## src/rtl/chi_req_responder.sv

```systemverilog
// CHI REQ-channel target: grants REQ L-credits, queues requests and answers each with Comp / CompDBIDResp.
// Optional build macro CHI_RSP_TGTID_CHECK_EN: requests whose TgtID is not this node get RespErr NDERR.
module chi_req_responder #(
  parameter logic [10:0] MY_NODE_ID = 11'd1,
  parameter int unsigned DEPTH      = 4
) (
  input  logic         clk,
  input  logic         rst,
  input  logic         RX_REQFLITPEND,
  input  logic         RX_REQFLITV,
  input  logic [153:0] RX_REQFLIT,
  output logic         RX_REQLCRDV,
  output logic         TX_RSPFLITPEND,
  output logic         TX_RSPFLITV,
  output logic [72:0]  TX_RSPFLIT,
  input  logic         TX_RSPLCRDV,
  output logic         PROTO_ERR
);
  localparam int unsigned   PW      = (DEPTH > 1) ? $clog2(DEPTH) : 1;
  localparam logic [3:0]    DEPTH_C = 4'(DEPTH);
  localparam logic [PW-1:0] LAST_C  = PW'(DEPTH - 1);

  typedef enum logic {S_INIT, S_RUN} state_e;

  typedef struct packed {
    logic [3:0]  qos;
    logic [10:0] src;
    logic [11:0] txn;
    logic        wr;
    logic        nderr;
  } ent_t;

  state_e        state_q, state_d;
  logic [3:0]    init_cnt_q, init_cnt_d;
  logic [3:0]    out_q, out_d;
  logic [3:0]    owed_q, owed_d;
  logic [3:0]    occ_q, occ_d;
  logic [3:0]    rsp_crd_q, rsp_crd_d;
  logic [PW-1:0] wr_ptr_q, wr_ptr_d, rd_ptr_q, rd_ptr_d;
  logic [11:0]   dbid_q, dbid_d;
  logic          lcrdv_q, lcrdv_d, rspv_q, rspv_d, perr_q, perr_d;
  logic [72:0]   rsp_q, rsp_d;
  ent_t          mem_q [1<<PW];

  logic [6:0] req_op;
  logic       nderr_in;
  ent_t       in_ent, head;
  logic       accept, push, pop, ret, grant, run_grant;

  assign req_op = RX_REQFLIT[68:62];

`ifdef CHI_RSP_TGTID_CHECK_EN
  assign nderr_in = (RX_REQFLIT[14:4] != MY_NODE_ID);
  logic unused_ok;
  assign unused_ok = ^{RX_REQFLITPEND, RX_REQFLIT[153:69], RX_REQFLIT[61:38]};
`else
  assign nderr_in = 1'b0;
  logic unused_ok;
  assign unused_ok = ^{RX_REQFLITPEND, RX_REQFLIT[153:69], RX_REQFLIT[61:38], RX_REQFLIT[14:4]};
`endif

  assign in_ent = '{qos: RX_REQFLIT[3:0], src: RX_REQFLIT[25:15], txn: RX_REQFLIT[37:26],
                    wr: (req_op[6:3] == 4'b0011), nderr: nderr_in};
  assign head   = mem_q[rd_ptr_q];

  always_comb begin
    state_d    = state_q;
    init_cnt_d = init_cnt_q;
    wr_ptr_d   = wr_ptr_q;
    rd_ptr_d   = rd_ptr_q;
    dbid_d     = dbid_q;
    rsp_crd_d  = rsp_crd_q;
    perr_d     = perr_q;
    rsp_d      = '0;
    grant      = 1'b0;
    run_grant  = 1'b0;
    accept     = RX_REQFLITV && (out_q != 4'd0);
    push       = accept && (req_op != 7'h00);
    ret        = accept && (req_op == 7'h00);
    pop        = (occ_q != 4'd0) && (rsp_crd_q != 4'd0);

    case (state_q)
      S_INIT: begin
        grant      = 1'b1;
        init_cnt_d = init_cnt_q + 4'd1;
        if (init_cnt_q == DEPTH_C - 4'd1) begin
          state_d    = S_RUN;
          init_cnt_d = '0;
        end
      end
      default: begin
        grant     = (owed_q != 4'd0);
        run_grant = grant;
      end
    endcase

    // A flit with no credit outstanding is dropped, never queued.
    if (RX_REQFLITV && (out_q == 4'd0)) perr_d = 1'b1;

    out_d  = out_q + {3'b0, grant} - {3'b0, accept};
    owed_d = owed_q + {3'b0, pop} + {3'b0, ret} - {3'b0, run_grant};
    occ_d  = occ_q + {3'b0, push} - {3'b0, pop};

    if (TX_RSPLCRDV && !pop) begin
      if (rsp_crd_q == 4'hF) perr_d = 1'b1;
      else                   rsp_crd_d = rsp_crd_q + 4'd1;
    end else if (!TX_RSPLCRDV && pop) begin
      rsp_crd_d = rsp_crd_q - 4'd1;
    end

    if (push) wr_ptr_d = (wr_ptr_q == LAST_C) ? '0 : wr_ptr_q + 1'b1;

    if (pop) begin
      rd_ptr_d       = (rd_ptr_q == LAST_C) ? '0 : rd_ptr_q + 1'b1;
      rsp_d[3:0]     = head.qos;
      rsp_d[14:4]    = head.src;
      rsp_d[25:15]   = MY_NODE_ID;
      rsp_d[37:26]   = head.txn;
      rsp_d[42:38]   = head.wr ? 5'h05 : 5'h04;
      rsp_d[44:43]   = head.nderr ? 2'b11 : 2'b00;
      if (head.wr) begin
        rsp_d[65:54] = dbid_q;
        dbid_d       = dbid_q + 12'd1;
      end
    end

    lcrdv_d = grant;
    rspv_d  = pop;
  end

  always_ff @(posedge clk) begin
    if (rst) begin
      state_q    <= S_INIT;
      init_cnt_q <= '0;
      out_q      <= '0;
      owed_q     <= '0;
      occ_q      <= '0;
      rsp_crd_q  <= '0;
      wr_ptr_q   <= '0;
      rd_ptr_q   <= '0;
      dbid_q     <= '0;
      lcrdv_q    <= 1'b0;
      rspv_q     <= 1'b0;
      perr_q     <= 1'b0;
      rsp_q      <= '0;
    end else begin
      state_q    <= state_d;
      init_cnt_q <= init_cnt_d;
      out_q      <= out_d;
      owed_q     <= owed_d;
      occ_q      <= occ_d;
      rsp_crd_q  <= rsp_crd_d;
      wr_ptr_q   <= wr_ptr_d;
      rd_ptr_q   <= rd_ptr_d;
      dbid_q     <= dbid_d;
      lcrdv_q    <= lcrdv_d;
      rspv_q     <= rspv_d;
      perr_q     <= perr_d;
      rsp_q      <= rsp_d;
    end
  end

  // Payload storage needs no reset; occupancy and pointers qualify it.
  always_ff @(posedge clk) begin
    if (push) mem_q[wr_ptr_q] <= in_ent;
  end

  assign RX_REQLCRDV    = lcrdv_q & ~rst;
  assign TX_RSPFLITPEND = (occ_q != 4'd0) & ~rst;
  assign TX_RSPFLITV    = rspv_q & ~rst;
  assign TX_RSPFLIT     = rst ? '0 : rsp_q;
  assign PROTO_ERR      = perr_q & ~rst;
endmodule

```

## config.mk

```make
export PLATFORM = sky130hd
export DESIGN_NAME = chi_req_responder
export DESIGN_NICKNAME = d
export VERILOG_FILES = /design/src/rtl/chi_req_responder.sv
export SDC_FILE = /design/constraint.sdc
export NUM_CORES = 1
export LEC_CHECK = 0
export CORE_UTILIZATION = 49
export CTS_BUF_LIST = sky130_fd_sc_hd__clkbuf_4
export DETAILED_ROUTE_END_ITERATION = 6
export PLACE_DENSITY = 0.83
export SLEW_MARGIN = 10
export SYNTH_ARGS = -nofsm -noshare
export SYNTH_HDL_FRONTEND = slang
export SYNTH_SLANG_ARGS = --single-unit
export TNS_END_PERCENT = 5
```

## constraint.sdc

```tcl
create_clock -name clk -period 2.9 [get_ports clk]
set_input_delay 0.29 -clock clk [delete_from_list [all_inputs] [get_ports clk]]
set_output_delay 0.29 -clock clk [all_outputs]
set_load 0.02 [all_outputs]
```

==> qor.yml <==
cp_cell_sequence: "inv_1 > ha_1 > or3b_2 > nand2_4 > inv_1 > nand2_1 > nand2_1 > fa_1 > fa_1 > xnor2_1 > nor2_1"
die_area_mm2: 0.0167
fp.coreArea_mm2: 0.0158
drc_errors: 0
seq_power_share_pct: 48.6
area_delta_synth_final_pct: 15.9
drive_above_1_share_pct: 12.6
drtIter0Drc: 296
avgSynthCellArea_um2: 14.0
p_comb_share_pct: 31.7
clk_path_buf_depth: 2
final_cell_mix: "edfxtp_1 (112), dfxtp_1 (82), clkdlybuf4s50_1 (82), nor2b_1 (49), nor2_1 (36)"
io_pins: 236
layout_commonest_cell: "edfxtp_1"
antenna_found_initial: 1
post-route-min-period_ns: 2.70
wl_met3_um: 792
timing.fmax_mhz: 370
status: "complete, no violations"
critPathMaxStageDelay_ns: 0.54
skew_ns: 0.0151
drt_pass1_iterations: 4
vdd_drop_max_mv: 0.489
clock_sinks: 195
power.leakage_nw: 3.31
hold_buffers: 0
die_y_um: 129
final_hold_viol_count: 0
worst_pin_slew_ns: 0.609
fp-row-count: 46
top_layer: "met4"
hpwlAfterDp_um: 9000
slew_viol_final: 0
grt_pass1_wl_um: 22500
gp_congestion: 0.752
switching_share_pct: 32.2
finalSetupTns_ns: 0
vias: 4447
power.internal_w: 0.00510
clkPwrFrac_pct: 19.7
worst_slack_ns: 0.198
fin_crit_sh_pct: 93.2
ys_seq_area_share_pct: 63.5
grt.total_usage_pct: 18.0
cp_top_family: "adder cells"
synth_seq_cells: 195
insertion_delay_ns: 0.56
overflow: 0
p_sw_w: 0.00242
finalSetupViolCount: 0
critPathRequiredTime_ns: 3.36
post-route-util_pct: 58.0
ant_nets: 0
syn-cell-area_mm2: 0.00792
wl_um: 13800
maxSlewHeadroom_pct: 59.4
worstPathArrival_ns: 3.16
syn_inst: 565
slowest_stage: "or3b_2"
numCtsBuffers: 17
dp.cells: 849
die_w_um: 129
clk_pin_slew_ns: 0.16
wl_per_cell_um: 15.6
clockRootBuffer: "clkbuf_4"
fin_cells: 882
power-per-cell-area_mw_per_mm2: 820
hp-class: "primary input to flop"
yosysUniqueCellTypes: 45
nNetsFinal: 838
routed_via_density: 5.04
grt_pass1_vias: 4657
cts-htree-levels: 4
yosys_warnings: 0
wl_met1_um: 5680
drv_cap: 0
grt_max_degree: 52
startpoint_type: "flop"
routed-wl-met2_um: 7070
post_cts_buffers: 0
io_buffer_count: 83
end_kind: "flop"
power_w: 0.00752
post-place-ws_ns: 0.160
path_buf_inv: 2
cp_max_fo: 9
crit_type: "flop to flop"
cts_tree: "built"
start_util_pct: 50.0
cts_resized: 0
rsz0062_at_grt: "no"
-- worst paths after layout --
kind / from / endpoint / slack (ns) / cells past startpoint
worst max register to register: occ_q[2] / owed_q[2] / 0.20 / 11
worst max-delay path: occ_q[2] / owed_q[2] / 0.20 / 11
worst min-delay path: rst / dbid_q[11] / 0.13 / 2
worst min register to register: rd_ptr_q[1] / flop / 0.50 / 2
-- per-stage QoR --
step / hold WS (ns) / instance area, um^2
floorplan: 0.389 / 8030
global placement: 0.472 / 8860
detailed placement: 0.487 / 8860
CTS: 0.0713 / 9170
global route: 0.117 / 9170
finish: 0.131 / 9170
-- worst reg2reg max path, cell delays in order, from the launching register on --
cell     delay, ns
dfxtp_1       0.34
inv_1         0.08
ha_1          0.16
or3b_2        0.54
nand2_4       0.16
inv_1         0.10
nand2_1       0.07
nand2_1       0.07
fa_1          0.44
fa_1          0.41
xnor2_1       0.18
nor2_1        0.05
-- final cells by class --
type,count,area (um^2)
Timing Repair Buffer,94,921
Clock buffer,17,128
Sequential cell,195,5030
Tap cell,216,270
Multi-Input combinational cell,319,2550
Clock inverter,15,178
Fill cell,1191,6660
Antenna cell,1,2.50
Inverter,25,93.8
-- sequential cells by signal (all words and copies together), names as in the netlist, 2 cells and up, named ones only --
register    cells
dbid_q         12
rd_ptr_q        2
occ_q           4
init_cnt_q      4
rsp_crd_q       4
wr_ptr_q        2
mem_q         112
owed_q          4
out_q           4
rsp_q          41
-- synth_stat cells (all sizes together) --
library cell / n / area, um^2
o21a: 1 / 7.51
and3: 17 / 106
xnor2: 13 / 114
mux2i: 4 / 40.0
nand4: 3 / 18.8
conb: 1 / 3.75
nor3b: 2 / 15.0
or4: 1 / 7.51
or2: 1 / 6.26
a211oi: 1 / 7.51
edfxtp: 112 / 3360
nor4: 4 / 37.5
and2: 28 / 175
or3b: 1 / 8.76
nand4b: 1 / 8.76
a21oi: 16 / 80.1
buf: 43 / 312
clkbuf: 13 / 48.8
ha: 22 / 275
nor2: 36 / 135
a21o: 4 / 30.0
or3: 3 / 18.8
inv: 25 / 93.8
a311oi: 1 / 8.76
mux4: 28 / 638
o21ai: 3 / 15.0
or4b: 1 / 10.0
o211ai: 1 / 7.51
nor3: 12 / 85.1
nor2b: 49 / 307
nand2: 17 / 68.8
xor2: 6 / 52.6
nand3: 7 / 47.6
dfxtp: 83 / 1660
fa: 5 / 100
-- cell families (layout without fill, tap and decap cells) --
group,count (synthesis),count (layout),synth area share [%]
AO/OA/AOI/OAI,27,27,1.98
XOR/XNOR,19,19,2.10
adder cells (fa/ha/maj),27,27,4.74
buffers and inverters,81,151,5.74
flip-flops,195,195,63.5
multiplexers,32,32,8.57
other,1,32,0.0474
AND/OR/NAND/NOR,183,183,13.3
-- layer usage --
| metal | track usage, % | up-vias |
|---|---|---|
| met5 | 0 | - |
| met4 | 7.82 | 0 |
| met3 | 5.45 | 20 |
| met2 | 31.4 | 169 |
| met1 | 20.6 | 2150 |
| li1 | - | 2108 |
-- power by group through the flow --
stage | Sequential, W | Combinational (W) | Clock [W]
final | 0.00366 | 0.00239 | 0.00148
after global routing | 0.00371 | 0.00264 | 0.00163
after CTS | 0.00366 | 0.00241 | 0.00152
after detailed placement | 0.00372 | 0.00239 | 0
after global placement | 0.00368 | 0.00227 | 0
after floorplan | 0.00361 | 0.00185 | 0
Note: power is estimated with default switching activity, not from simulation.
